--- src/rtl/wave_gen_pkg.sv ---
`default_nettype none
// ============================================================================
//  Module   : wave_gen_pkg
//  Purpose  : Shared waveform-mode and state enums plus default widths.
//  Revision : 1.0  initial release
// ============================================================================
package wave_gen_pkg;

    localparam int DEF_DATA_W  = 8;
    localparam int DEF_PHASE_W = 16;

    typedef enum logic [1:0] {
        TRI = 2'd0,
        SAW = 2'd1,
        SQR = 2'd2,
        MID = 2'd3
    } wave_mode_e;

    typedef enum logic {
        RUN  = 1'b0,
        PEND = 1'b1
    } fsm_state_e;

endpackage
`default_nettype wire

--- src/rtl/wave_gen_shape.sv ---
`default_nettype none
// ============================================================================
//  Module   : wave_gen_shape
//  Purpose  : Combinational phase-to-sample shaper (tri/saw/square/midscale).
//  Revision : 1.0  initial release
// ============================================================================
module wave_gen_shape
    import wave_gen_pkg::*;
#(
    parameter int DATA_W = DEF_DATA_W
) (
    input  logic [DATA_W:0]   phase_t,
    input  wave_mode_e        mode,
    output logic [DATA_W-1:0] shape
);

    logic              w_msb;
    logic [DATA_W-1:0] w_low;

    assign w_msb = phase_t[DATA_W];
    assign w_low = phase_t[DATA_W-1:0];

    always_comb begin
        shape = '0;
        unique case (mode)
            TRI: shape = w_msb ? ~w_low : w_low;
            SAW: shape = phase_t[DATA_W:1];
            SQR: shape = w_msb ? '0 : '1;
            MID: shape = {1'b1, {(DATA_W-1){1'b0}}};
        endcase
    end

endmodule
`default_nettype wire

--- src/rtl/wave_gen_param.sv ---
`default_nettype none
// ============================================================================
//  Module   : wave_gen_param
//  Purpose  : Phase-accumulator waveform generator with deferred mode switch.
//             Define WAVE_GEN_AMP_EN to add the amp port and output scaling.
//  Revision : 1.0  initial release
// ============================================================================
module wave_gen_param
    import wave_gen_pkg::*;
#(
    parameter int DATA_W  = DEF_DATA_W,
    parameter int PHASE_W = DEF_PHASE_W
) (
    input  logic               clk,
    input  logic               rst,
    input  logic               in_valid,
    input  logic [PHASE_W-1:0] step,
    input  logic [1:0]         mode_req,
    input  logic               mode_wr,
    input  logic               sync_clr,
`ifdef WAVE_GEN_AMP_EN
    input  logic [DATA_W-1:0]  amp,
`endif
    output logic [DATA_W-1:0]  out_data,
    output logic               out_valid,
    output logic [1:0]         mode_cur
);

    logic [PHASE_W-1:0] phase_q, phase_d;
    fsm_state_e         state_q, state_d;
    wave_mode_e         mode_cur_q, mode_cur_d;
    wave_mode_e         pending_q, pending_d;
    logic [DATA_W-1:0]  out_data_q, out_data_d;
    logic               out_valid_q, out_valid_d;

    logic [PHASE_W-1:0] w_sum;
    logic               w_carry;
    logic [DATA_W-1:0]  w_shape;
    logic [DATA_W-1:0]  w_sample;
    logic               w_pend_any;
    wave_mode_e         w_pend_val;
    logic               w_apply;

    assign {w_carry, w_sum} = {1'b0, phase_q} + {1'b0, step};

    wave_gen_shape #(
        .DATA_W (DATA_W)
    ) u_shape (
        .phase_t (phase_q[PHASE_W-1 -: DATA_W+1]),
        .mode    (mode_cur_q),
        .shape   (w_shape)
    );

`ifdef WAVE_GEN_AMP_EN
    logic [DATA_W:0]   w_amp1;
    logic [2*DATA_W:0] w_prod;

    assign w_amp1   = {1'b0, amp} + (DATA_W+1)'(1);
    assign w_prod   = (2*DATA_W+1)'(w_shape) * (2*DATA_W+1)'(w_amp1);
    assign w_sample = DATA_W'(w_prod >> DATA_W);
`else
    assign w_sample = w_shape;
`endif

    // A mode write in the same cycle as an apply event takes effect at once.
    assign w_pend_any = (state_q == PEND) || mode_wr;
    assign w_pend_val = mode_wr ? wave_mode_e'(mode_req) : pending_q;
    assign w_apply    = w_pend_any && (sync_clr || (in_valid && w_carry));

    always_comb begin
        state_d = state_q;
        unique case (state_q)
            RUN:  if (mode_wr && !w_apply) state_d = PEND;
            PEND: if (w_apply)             state_d = RUN;
        endcase
    end

    always_comb begin
        phase_d     = phase_q;
        mode_cur_d  = mode_cur_q;
        pending_d   = pending_q;
        out_data_d  = out_data_q;
        out_valid_d = 1'b0;

        if (mode_wr) begin
            pending_d = wave_mode_e'(mode_req);
        end
        if (w_apply) begin
            mode_cur_d = w_pend_val;
        end

        // Clear wins over a coincident tick: no sample, output held.
        if (sync_clr) begin
            phase_d = '0;
        end else if (in_valid) begin
            phase_d     = w_sum;
            out_data_d  = w_sample;
            out_valid_d = 1'b1;
        end
    end

    always_ff @(posedge clk or posedge rst) begin
        if (rst) begin
            phase_q     <= '0;
            state_q     <= RUN;
            mode_cur_q  <= TRI;
            pending_q   <= TRI;
            out_data_q  <= '0;
            out_valid_q <= 1'b0;
        end else begin
            phase_q     <= phase_d;
            state_q     <= state_d;
            mode_cur_q  <= mode_cur_d;
            pending_q   <= pending_d;
            out_data_q  <= out_data_d;
            out_valid_q <= out_valid_d;
        end
    end

    assign out_data  = out_data_q;
    assign out_valid = out_valid_q;
    assign mode_cur  = mode_cur_q;

endmodule
`default_nettype wire

--- config.mk ---
export PLATFORM = sky130hd
export DESIGN_NAME = wave_gen_param
export DESIGN_NICKNAME = d
export VERILOG_FILES = /design/src/rtl/wave_gen_pkg.sv /design/src/rtl/wave_gen_shape.sv /design/src/rtl/wave_gen_param.sv
export SDC_FILE = /design/constraint.sdc
export NUM_CORES = 1
export LEC_CHECK = 0
export BUFFER_PORTS_ARGS = -buffer_cell sky130_fd_sc_hd__buf_2
export CAP_MARGIN = 10
export CORE_MARGIN = 2
export CORE_UTILIZATION = 60
export DETAILED_ROUTE_END_ITERATION = 8
export PLACE_DENSITY = 0.84
export SLEW_MARGIN = 20
export SYNTH_ARGS = -nofsm -noshare
export SYNTH_HDL_FRONTEND = slang
export SYNTH_SLANG_ARGS = --single-unit
--- constraint.sdc ---
create_clock -name clk -period 7.2 [get_ports clk]
set_clock_uncertainty 0.15 [all_clocks]
set_input_delay 1.44 -clock clk [delete_from_list [all_inputs] [get_ports clk]]
set_output_delay 1.44 -clock clk [all_outputs]
set_load 0.1 [all_outputs]
## Word-level counts from Yosys, hierarchy flattened

Index checks and enable logic that the tools add are counted.

- $add $sub $neg: 1
- Eq/ne operators: 3
- Multiplexer cells: 11
- Bitwise gates (word level): 3
- Reductions and logical operators: 9

Operators by type and width:

| kind | number |
|---|---|
| $mux 16 | 2 |
| $pmux 8 s4 | 1 |
| $add 16x16->17 | 1 |
| $mux 8 | 2 |
| $not 8->8 | 1 |
| $eq 2x2->1 const B | 2 |
| $mux 1 | 4 |
| $logic_and 1x1->1 | 3 |
| $eq 2x1->1 const B | 1 |
| $logic_not 2->1 | 1 |
| $logic_or 1x1->1 | 2 |
| $mux 2 | 1 |
| $not 1->1 | 2 |
| $pmux 1 s2 | 1 |
| $reduce_and 2->1 | 1 |
| $reduce_bool 2->1 | 1 |
| $logic_not 1->1 | 1 |

- Register bits: 30
- Bits of input ports: 23
- Output and inout port bits: 11
- Word-level logic and storage cells: 33

## Depth between registers and ports, before layout

Gate-level depths: netlist of the first run.

- Word-level depth: 8
- Depth in mapped cells: 9
- Gate-level depth less buffers: 9

## Modules after synthesis

From an unflattened synthesis of the first run, not the netlist that was laid out.

- Cell total of the unflattened synthesis: 230
- Area, all modules: 2167.1 µm²

By module, submodules not included:

| module | instances | cells each | area an instance (µm²) | seq. area each (µm²) |
|---|---|---|---|---|
| wave_gen_param | 1 | 193 | 1951.9 | 750.7 |
| wave_gen_shape | 1 | 37 | 215.2 | 0.0 |

## Worst setup path before layout of the first run

OpenSTA, ideal clock, no wires.

- Path type: in2reg
- Start point: input step[0]
- End point: register mode_cur_q[0] (netlist: mode_cur[0])
- Setup time: 0.128 ns
- Arrival: 3.207 ns
- Required time: 6.922 ns
- Setup slack: 3.716 ns
- Stages: 9
- Buffers on the path: 0
- Cells stage by stage: ha_1 > inv_1 > fa_1 > nor2b_1 > o2111ai_1 > a21oi_2 > o21ai_2 > a211oi_2 > mux2_1

- Longest elaborated chain between the ends: 4

RTL lines:

| element | line | RTL |
|---|---|---|
| start, declared | wave_gen_param.sv:17 | `input logic [PHASE_W-1:0] step,` |
| $add 16x16->17 | wave_gen_param.sv:44 | `assign {w_carry, w_sum} = {1'b0, phase_q} + {1'b0, step};` |
| $logic_and 1x1->1 | wave_gen_param.sv:68 | `assign w_apply = w_pend_any && (sync_clr \|\| (in_valid && w_carry));` |
| $logic_or 1x1->1 | wave_gen_param.sv:68 |  |
| $logic_and 1x1->1 | wave_gen_param.sv:68 |  |
| end signal, assigned | wave_gen_param.sv:113 | `mode_cur_q <= mode_cur_d;` |
| end, declared | wave_gen_param.sv:31 | `wave_mode_e mode_cur_q, mode_cur_d;` |

No other way between the ends.
A chain may end at the register's enable or synchronous reset.

## Final worst setup path of the first run

- Start point: input step[0]
- End point: register mode_cur_q[1] (netlist: mode_cur[1])

Same word-level chain as after synthesis.

==> reports/results.ini, run 1 <==
[clock_tree]
clock_tree.htree_level_count = 2
clock_sink_total = 30
tritoncts = built
clockBufferDepth = 2
cts_inserted_buffers = 5
clkTransAtPathRegs_ns = 0.10
ctsRootBufferMaster = sky130_fd_sc_hd__clkbuf_4
clock_latency_late_sink_ns = 0.34
postCtsHoldBufs = 0
cts_post_setup_buffers_inserted = 0
post_cts.resized_instances = 0

[drt]
post_route_drc_violation_count = 0
routed_wirelength_um = 4560
firstDrtPassIters = 4
antenna_left = 0
viasPerCell = 5.70
route.vias.total = 1717
detail_route.wl_per_cell_um = 15.1
initialDrtViolationCount = 190

[power_and_ir_drop]
ir_drop_mv = 0.158
power.density_cell_area_nw_per_um2 = 338
leak_pwr_nw = 1.13

[setup_path]
critical_path.cell_chain = buf_2 > ha_1 > inv_1 > fa_1 > nor2b_1 > o2111ai_1 > a21oi_2 > o21ai_2 > a211oi_2 > mux2_1
timing.critical_path.slowest_cell_delay_ns = 0.39
timing_worst_setup_path_type = in -> reg
cpMaxStageDelayCell = sky130_fd_sc_hd__fa_1
critPathArrivalTime_ns = 3.50
critPathRequiredTime_ns = 7.28
worst-path-buf-inv = 2
worst_path_dominant_cell_family = compound AO/OA/AOI/OAI gates
crit_path_start_kind = input pin
critical_path.endpoint_type = flop
timing.critical_path.fanout_max = 3

[die]
initial_utilization_pct = 62.4
die_h_um = 62.7
number_of_primary_i_o_pins = 34
std_cell_rows = 21
die-width_um = 62.7
die_area_um2 = 3930
design.core.area_um2 = 3310

[layout]
post_route_cells_drive_above_1_share_pct = 25.5
insertedDiodeCount = 0
area.growth.synth_to_final_pct = 12.7
fin_nets = 294
num-fill-cells = 289

[timing]
achievable-frequency_ghz = 0.293
relSlewSlack_pct = 67.4
rsz0062_at_grt = false
timing.final.ws_setup_ns = 3.78
timing_worst_slew_pin_value_ns = 0.483
fin_setup_tns_ns = 0
final.hold.worst_slack_ns = 0.359
timing.final.max_slew_violations = 0
timing.final.crit_share_pct = 47.5
min_period_ns = 3.42
final-setup-viol-count = 0
hold_violations = 0

[min_path]
min_path_type = reg -> reg

[global_routing]
grt_first_pass_wirelength_um = 8100
overflow = 0
gr-usage-all-layers_pct = 26.6
first_global_vias = 1708
pin_count_of_the_biggest_net_entering_global_routing = 31
number_of_antenna_violations_at_the_first_check_in_global_routing = 0

[synth]
post_synth_instance_area_um2 = 2070
number_of_enable_flip_flop_cells_after_synthesis = 0
synthArstFlopShare_pct = 100
synth-seq-area-share_pct = 36.3
syn_avg_cell_area_um2 = 9.35
yosysMostFrequentCell = sky130_fd_sc_hd__dfrtp_1
post_synth_num_cell_types = 43
yosysTopAreaCellShare_pct = 36.3
yosys-top-cells-count = 30 x sky130_fd_sc_hd__dfrtp_1, 25 x sky130_fd_sc_hd__nor2_1, 23 x sky130_fd_sc_hd__o21ai_0
synthesis.yosys.warnings = 0
yosysTopAreaCell = sky130_fd_sc_hd__dfrtp_1
ys_dominant_reg_cell = sky130_fd_sc_hd__dfrtp_1
syn-num-nets = 261
yosys-top-cells-area = sky130_fd_sc_hd__dfrtp_1 36%, sky130_fd_sc_hd__ha_1 9.7%, sky130_fd_sc_hd__o21ai_0 5.6%, sky130_fd_sc_hd__mux2_2 5.4%, sky130_fd_sc_hd__nor2_1 4.5%
synth-seq-cells = 30
synth_cells = 221

[outcome]
status = finished clean

[placement]
port_buffer_count = 33
post-place-ws_ns = 3.43
gp_congestion = 0.851
detailedPlacementHpwl_um = 3470

[flow_run]
max-cap-violations = 0

through the flow:
step	instance area (um^2)	util (%)	instances	total power [mW]
after floorplan	2070	-	221	0.601
final	2330	70.4	301	0.788
after CTS	2330	70.4	301	0.791
after global routing	2330	70.4	301	0.842
after detailed placement	2270	68.4	293	0.681
after global placement	2270	68.4	293	0.666
area by class of cell:
type / instances / area, um^2 / share of cell area [%]
clock buffer: 6 / 51.3 / 2.20
clock inverter: 2 / 12.5 / 0.537
inverter: 7 / 26.3 / 1.13
multi-input combinational: 176 / 1260 / 54.0
sequential: 30 / 751 / 32.2
tap: 46 / 57.6 / 2.47
timing repair buffer: 34 / 173 / 7.41
sequential cells by signal, indices dropped and copies added, names as in the netlist:
| name | flops |
|---|---|
| out_valid | 1 |
| mode_cur | 2 |
| out_data | 8 |
| state_q | 1 |
| pending_q | 2 |
| phase_q | 16 |
worst paths after layout:
path | cells past startpoint | slack (ns) | from | endpoint
setup reg to reg | 9 | 4.58 | phase_q[0] | mode_cur[1]
hold / removal | 1 | 0.36 | out_data[1] | out_data[1]
setup / recovery | 10 | 3.78 | step[0] | mode_cur[1]
min in group asynchronous | 3 | 1.00 | rst | phase_q[2]
max in group asynchronous | 3 | 5.62 | rst | phase_q[13]
hold reg to reg | 1 | 0.36 | out_data[1] | out_data[1]
placed cells by master (no fill, tap or decap), drive strengths merged, types with 2 or more instances in the layout:
cell / instances
o21a: 5
ha: 16
o21ai: 29
a211oi: 3
a21oi: 22
nand2: 16
o22ai: 2
clkinv: 2
mux2i: 7
xnor2: 7
buf: 34
nand2b: 3
inv: 6
nor2: 26
o211ai: 3
xor2: 7
dfrtp: 30
clkbuf: 6
mux2: 12
a21o: 4
metal layers:
| metal | GRT usage [%] | routed length, um | share of wire, % | up-vias |
|---|---|---|---|---|
| li1 | - | - | - | 857 |
| met1 | 33.4 | 1930 | 42 | 804 |
| met2 | 45.7 | 2370 | 52 | 52 |
| met3 | 5.77 | 228 | 5.0 | 4 |
| met4 | 8.33 | 36 | 0.79 | 0 |
| met5 | 0 | 0 | 0 | - |
power breakdown:
part / switching (mW) / internal, mW
clock network: 0.0639 / 0.0469
logic: 0.309 / 0.121
registers: 0.0391 / 0.208
worst register-to-register path: cells and delay by family (launching register included):
kind	cells	cell delay, ns
fa+ha+maj	2	0.59
flops	1	0.38
mux	1	0.35
simple gates	1	0.17
compound gates	4	0.80
buf+inv	1	0.06
cell families (layout without fill, tap and decap cells):
| group | after synthesis | after routing | synth area share, % |
|---|---|---|---|
| adders and majority gates | 17 | 17 | 10.7 |
| xor gates and xnor gates | 14 | 14 | 5.93 |
| buffers and inverters | 15 | 49 | 2.78 |
| DFF | 30 | 30 | 36.3 |
| and+or+nand+nor | 50 | 50 | 10.2 |
| muxes | 19 | 19 | 9.93 |
| AOI/OAI and AO/OA | 76 | 76 | 24.2 |
Note: power is estimated with default switching activity, not from simulation.
==> inputs of run 2 (changes only) <==
--- a/config.mk
+++ b/config.mk
@@ -8,9 +8,9 @@
 export BUFFER_PORTS_ARGS = -buffer_cell sky130_fd_sc_hd__buf_2
 export CAP_MARGIN = 10
 export CORE_MARGIN = 2
-export CORE_UTILIZATION = 60
+export CORE_UTILIZATION = 56
 export DETAILED_ROUTE_END_ITERATION = 8
-export PLACE_DENSITY = 0.84
+export PLACE_DENSITY = 0.79
 export SLEW_MARGIN = 20
 export SYNTH_ARGS = -nofsm -noshare
 export SYNTH_HDL_FRONTEND = slang
==> constraint.sdc (replaced) <==
create_clock -name clk -period 3.5 [get_ports clk]
set_clock_uncertainty 0.15 [all_clocks]
set_input_delay 0.7 -clock clk [delete_from_list [all_inputs] [get_ports clk]]
set_output_delay 0.7 -clock clk [all_outputs]
set_load 0.1 [all_outputs]
==> run 2 against run 1 <==
- clock-buffer cell count unchanged
- critical path depth is the same
- final area grew 2.2%
- power rose by 120%
- clock power grew to 3.2 times the previous value
- critical path type unchanged
- largest cell class unchanged
==> reports/results.ini, run 2 (synthesis results as in run 1) <==
[setup_path]
critPathArrivalTime_ns = 2.75
timing_worst_setup_path_type = in -> reg
crit_path_start_kind = input pin
cpMaxStageDelayCell = sky130_fd_sc_hd__fa_1
critPathRequiredTime_ns = 3.51
worst_path_dominant_cell_family = compound AO/OA/AOI/OAI gates
timing.critical_path.slowest_cell_delay_ns = 0.41
timing.critical_path.fanout_max = 3
critical_path.endpoint_type = flop
worst-path-buf-inv = 2
critical_path.cell_chain = buf_2 > ha_1 > inv_1 > fa_1 > nor2b_1 > o2111ai_1 > a21oi_2 > o21ai_2 > a211oi_2 > mux2_1

[clock_tree]
cts_post_setup_buffers_inserted = 0
tritoncts = built
clockBufferDepth = 2
ctsRootBufferMaster = sky130_fd_sc_hd__clkbuf_8
post_cts.resized_instances = 0
clock_sink_total = 30
clkTransAtPathRegs_ns = 0.06
cts_inserted_buffers = 5
clock_latency_late_sink_ns = 0.29
postCtsHoldBufs = 0
clock_tree.htree_level_count = 2

[layout]
fin_nets = 294
post_route_cells_drive_above_1_share_pct = 25.2
mostFrequentLayoutCells = 33 x sky130_fd_sc_hd__buf_2, 30 x sky130_fd_sc_hd__dfrtp_1, 25 x sky130_fd_sc_hd__nor2_1, 23 x sky130_fd_sc_hd__o21ai_0, 18 x sky130_fd_sc_hd__a21oi_1
registers.top_by_ff_count = phase_q
utilization_pct = 66.0
final_common_cell = sky130_fd_sc_hd__buf_2
largest_register_ff_count = 16
area.growth.synth_to_final_pct = 15.2
insertedDiodeCount = 0
num-fill-cells = 306

[die]
number_of_primary_i_o_pins = 34
initial_utilization_pct = 57.3
die_area_um2 = 4190
std_cell_rows = 22
die-width_um = 64.8
die_h_um = 64.8
design.core.area_um2 = 3610

[drt]
viasPerCell = 5.78
route.vias.total = 1747
post_route_drc_violation_count = 0
routed_wirelength_um = 4390
detail_route.wl_per_cell_um = 14.5
firstDrtPassIters = 4
initialDrtViolationCount = 120
antenna_left = 0

[global_routing]
first_global_vias = 1720
gr-usage-all-layers_pct = 23.7
pin_count_of_the_biggest_net_entering_global_routing = 24
overflow = 0
number_of_antenna_violations_at_the_first_check_in_global_routing = 0
grt_first_pass_wirelength_um = 7630

[outcome]
status = finished clean

[timing]
timing.final.max_slew_violations = 0
relSlewSlack_pct = 43.6
fin_setup_tns_ns = 0
hold_violations = 0
final-setup-viol-count = 0
timing.final.crit_share_pct = 78.4
min_period_ns = 2.74
rsz0062_at_grt = false
achievable-frequency_ghz = 0.364
timing_worst_slew_pin_value_ns = 0.845
final.hold.worst_slack_ns = 0.352

[power_and_ir_drop]
finalPower_mw = 1.75
ir_drop_mv = 0.330
power.density_cell_area_nw_per_um2 = 733
leak_pwr_nw = 1.15

[min_path]
min_path_type = reg -> reg

[placement]
gp_congestion = 0.849
port_buffer_count = 33
detailedPlacementHpwl_um = 3340

[flow_run]
max-cap-violations = 0

## run 2: cell types whose count changed in the layout (fill, tap and decap cells not counted)
cell	change
sky130_fd_sc_hd__bufinv_16	+1
sky130_fd_sc_hd__clkinvlp_4	-1
sky130_fd_sc_hd__clkinv_2	-1
sky130_fd_sc_hd__clkbuf_4	-5
sky130_fd_sc_hd__clkbuf_8	+5
## run 2: layout make-up
class | instances | area (um^2) | area share, %
multi-input combinational | 176 | 1260 | 52.9
sequential | 30 | 751 | 31.5
clock inverter | 1 | 30.0 | 1.26
tap | 48 | 60.1 | 2.52
timing repair buffer | 34 | 173 | 7.25
inverter | 7 | 26.3 | 1.10
clock buffer | 6 | 82.6 | 3.47
## run 2: final timing paths
path                                  start           to  slack (ns)  depth (start not counted)
worst max-delay path                step[0]  mode_cur[1]        0.76                         10
worst min-delay path            out_data[1]  out_data[1]        0.35                          1
worst max register to register   phase_q[0]  mode_cur[1]        0.89                          9
worst min register to register  out_data[1]  out_data[1]        0.35                          1
max in group asynchronous               rst   phase_q[5]        2.12                          3
min in group asynchronous               rst  phase_q[14]        0.43                          2
## run 2: routing by layer
| layer | up-vias | GRT usage [%] | part of all wire (%) |
|---|---|---|---|
| met1 | 830 | 28.5 | 43 |
| met4 | 0 | 7.45 | 2.0 |
| met3 | 10 | 5.21 | 4.6 |
| met5 | - | 0 | 0 |
| met2 | 50 | 42.1 | 50 |
| li1 | 857 | - | - |
## run 2: power breakdown
| group | switching (mW) | internal [mW] | total (mW) |
|---|---|---|---|
| Clock | 0.128 | 0.227 | 0.356 |
| Combinational | 0.632 | 0.249 | 0.881 |
| Sequential | 0.0800 | 0.429 | 0.509 |
| Total | 0.840 | 0.905 | 1.75 |
## run 2: worst reg2reg max path: cells and delay by family, from the launching register on
family | cells | cell delay, ns
AO/OA/AOI/OAI | 4 | 0.78
flip-flops | 1 | 0.35
multiplexers | 1 | 0.35
AND/OR/NAND/NOR | 1 | 0.17
buffers and inverters | 1 | 0.07
adder cells (fa/ha/maj) | 2 | 0.61
## run 2: metrics by stage
step	worst slack, ns	cells	cell area [um^2]
after floorplan	0.756	221	2070
after global placement	0.564	295	2270
after detailed placement	0.493	295	2270
after CTS	0.760	302	2380
after global routing	0.596	302	2380
final	0.755	302	2380
==> inputs of run 3 (changes only) <==
--- a/config.mk
+++ b/config.mk
@@ -5,12 +5,13 @@
 export SDC_FILE = /design/constraint.sdc
 export NUM_CORES = 1
 export LEC_CHECK = 0
+export ABC_AREA = 1
 export BUFFER_PORTS_ARGS = -buffer_cell sky130_fd_sc_hd__buf_2
 export CAP_MARGIN = 10
 export CORE_MARGIN = 2
-export CORE_UTILIZATION = 56
+export CORE_UTILIZATION = 52
 export DETAILED_ROUTE_END_ITERATION = 8
-export PLACE_DENSITY = 0.79
+export PLACE_DENSITY = 0.77
 export SLEW_MARGIN = 20
 export SYNTH_ARGS = -nofsm -noshare
 export SYNTH_HDL_FRONTEND = slang
==> constraint.sdc (replaced) <==
create_clock -name clk -period 2.3 [get_ports clk]
set_clock_uncertainty 0.15 [all_clocks]
set_input_delay 0.46 -clock clk [delete_from_list [all_inputs] [get_ports clk]]
set_output_delay 0.46 -clock clk [all_outputs]
set_load 0.1 [all_outputs]
==> run 3 against run 2 <==
- first-iteration DRC count down 19%
- final area up 13%
- power up 34%
- flip-flop and latch count unchanged
- highest routed layer unchanged
- sequential power up 35%
- largest cell class unchanged
- routed wire length up 21%
- clock power up 50%
- register-to-register slack worse by 0.52 ns
- critical path type is now reg -> reg
- die area up 21%
==> reports/results.ini, run 3 <==
[outcome]
status = finished clean

[layout]
registers.top_by_ff_count = phase_q
fin_nets = 447
finish.cell_count_without_fillers = 460
largest_register_ff_count = 16
insertedDiodeCount = 0
area.growth.synth_to_final_pct = 14.9
final_common_cell = sky130_fd_sc_hd__nand2_1
mostFrequentLayoutCells = 146 x sky130_fd_sc_hd__nand2_1, 62 x sky130_fd_sc_hd__inv_1, 33 x sky130_fd_sc_hd__buf_2, 30 x sky130_fd_sc_hd__dfrtp_1, 21 x sky130_fd_sc_hd__nor2_1
post_route_cells_drive_above_1_share_pct = 14.5

[placement]
port_buffer_count = 33
detailedPlacementHpwl_um = 4090
gp_congestion = 0.911
placed_cells = 452

[timing]
final-setup-viol-count = 0
achievable-frequency_ghz = 0.518
timing_worst_slew_pin_value_ns = 0.563
relSlewSlack_pct = 62.4
timing.final.crit_share_pct = 84.0
rsz0062_at_grt = false
timing.final.max_slew_violations = 0
min_period_ns = 1.93
hold_violations = 0
fin_setup_tns_ns = 0

[setup_path]
worst-path-buf-inv = 2
timing.critical_path.slowest_cell_delay_ns = 0.35
critPathArrivalTime_ns = 1.96
critical_path.cell_chain = ha_1 > inv_1 > fa_1 > inv_1 > nand2_1 > nand2_1 > nand3_1 > nand2_2 > nand2_2 > nand2_4 > nand3_2 > nand2_1 > nand2_1
timing.critical_path.fanout_max = 4
cpMaxStageDelayCell = sky130_fd_sc_hd__dfrtp_1
critPathRequiredTime_ns = 2.33
timing_worst_setup_path_type = reg -> reg
critical_path.endpoint_type = flop
worst_path_dominant_cell_family = simple AND/OR/NAND/NOR gates
critical_path_most_common_cell = sky130_fd_sc_hd__nand2_1
crit_path_start_kind = flop

[global_routing]
grt_first_pass_wirelength_um = 9560
number_of_antenna_violations_at_the_first_check_in_global_routing = 0
first_global_vias = 2209
pin_count_of_the_biggest_net_entering_global_routing = 31
overflow = 0
gr-usage-all-layers_pct = 23.6

[drt]
post_route_drc_violation_count = 0
routed_wirelength_um = 5320
route.vias.total = 2283
detail_route.wl_per_cell_um = 11.6
firstDrtPassIters = 4
initialDrtViolationCount = 97
viasPerCell = 4.96
antenna_left = 0

[clock_tree]
post_cts.resized_instances = 0
tritoncts = built
clkTransAtPathRegs_ns = 0.07
clock_tree.htree_level_count = 2
cts_inserted_buffers = 5
cts_post_setup_buffers_inserted = 0
postCtsHoldBufs = 0
ctsRootBufferMaster = sky130_fd_sc_hd__clkbuf_8
clock_sink_total = 30
clock_latency_late_sink_ns = 0.29
clockBufferDepth = 2

[synth]
synth_cells = 368
synth-seq-area-share_pct = 32.1
syn_avg_cell_area_um2 = 6.36
number_of_enable_flip_flop_cells_after_synthesis = 0
ys_dominant_reg_cell = sky130_fd_sc_hd__dfrtp_1
post_synth_num_cell_types = 29
yosys-top-cells-area = sky130_fd_sc_hd__dfrtp_1 32%, sky130_fd_sc_hd__nand2_1 23%, sky130_fd_sc_hd__inv_1 9.9%, sky130_fd_sc_hd__ha_1 8.5%, sky130_fd_sc_hd__a21oi_1 3.8%
post_synth_instance_area_um2 = 2340
yosysMostFrequentCell = sky130_fd_sc_hd__nand2_1
synthesis.yosys.warnings = 0
synthArstFlopShare_pct = 100
yosys-top-cells-count = 146 x sky130_fd_sc_hd__nand2_1, 62 x sky130_fd_sc_hd__inv_1, 30 x sky130_fd_sc_hd__dfrtp_1
syn-num-nets = 408
yosysTopAreaCell = sky130_fd_sc_hd__dfrtp_1
synth-seq-cells = 30
yosysTopAreaCellShare_pct = 32.1

[min_path]
min_path_type = in -> async

[die]
design.core.area_um2 = 4350
initial_utilization_pct = 53.8
die_area_um2 = 5060
std_cell_rows = 24
number_of_primary_i_o_pins = 34
die-width_um = 71.1
die_h_um = 71.1

[power_and_ir_drop]
leak_pwr_nw = 1.59
power.density_cell_area_nw_per_um2 = 870
ir_drop_mv = 0.376

[flow_run]
max-cap-violations = 0

-- run 3: cell count changes in the layout (fill, tap and decap cells not counted), sizes merged, moves of 5 or more --
cell	change
nand2	+136
inv	+59
nand3	+17
mux2	-12
nor3	+12
o21ai	-12
mux2i	-7
xnor2	-7
xor2	-7
nor2	-5
o21a	-5
-- run 3: worst paths after layout --
check	startpoint	endpoint	slack [ns]	depth (start not counted)
max	phase_q[0]	mode_cur[0]	0.37	13
min	rst	phase_q[1]	0.09	3
max reg2reg	phase_q[0]	mode_cur[0]	0.37	13
min reg2reg	out_data[7]	out_data[7]	0.33	2
max in group asynchronous	rst	phase_q[13]	1.62	3
min in group clk	mode_req[0]	pending_q[0]	0.26	3
-- run 3: layer usage --
layer	track usage, %	vias up	routed length, um
li1	-	1215	-
met1	31.0	1009	2510
met2	40.0	52	2480
met3	3.28	7	271
met4	8.18	0	57
met5	0	-	0
-- run 3: layout make-up --
type                       instances  area [um^2]
fill                             430         1660
multi-input combinational        268         1330
sequential                        30          751
inverter                          65          244
timing repair buffer              37          195
clock buffer                       5         68.8
tap                               52         65.1
clock inverter                     3         40.0
-- run 3: cell families after synthesis --
family                     after synthesis  share of synthesized area [%]
AOI/OAI and AO/OA                       39                           8.81
adders and majority gates               17                           9.40
buffers and inverters                   70                           11.3
DFF                                     30                           32.1
and+or+nand+nor                        212                           38.4
-- run 3: through the flow --
step	worst slack, ns	area [um^2]	utilization, %	power (mW)	hold slack, ns
6_report	0.368	2690	61.8	2.34	0.0897
5_1_grt	0.163	2690	61.8	2.51	0.142
4_1_cts	0.355	2690	61.8	2.36	0.106
3_5_place_dp	0.172	2580	59.3	1.81	0.319
3_3_place_gp	0.228	2580	59.3	1.79	0.316
2_1_floorplan	0.372	2340	-	1.60	0.288
-- run 3: power breakdown --
part,switching [mW],internal [mW]
Sequential,0.0659,0.623
Clock,0.215,0.319
Combinational,0.851,0.268
Total,1.13,1.21
-- run 3: worst min-delay path: stages --
cell and delay [ns]:
sky130_fd_sc_hd__buf_2 0.09, sky130_fd_sc_hd__inv_1 0.04, sky130_fd_sc_hd__buf_4 0.35
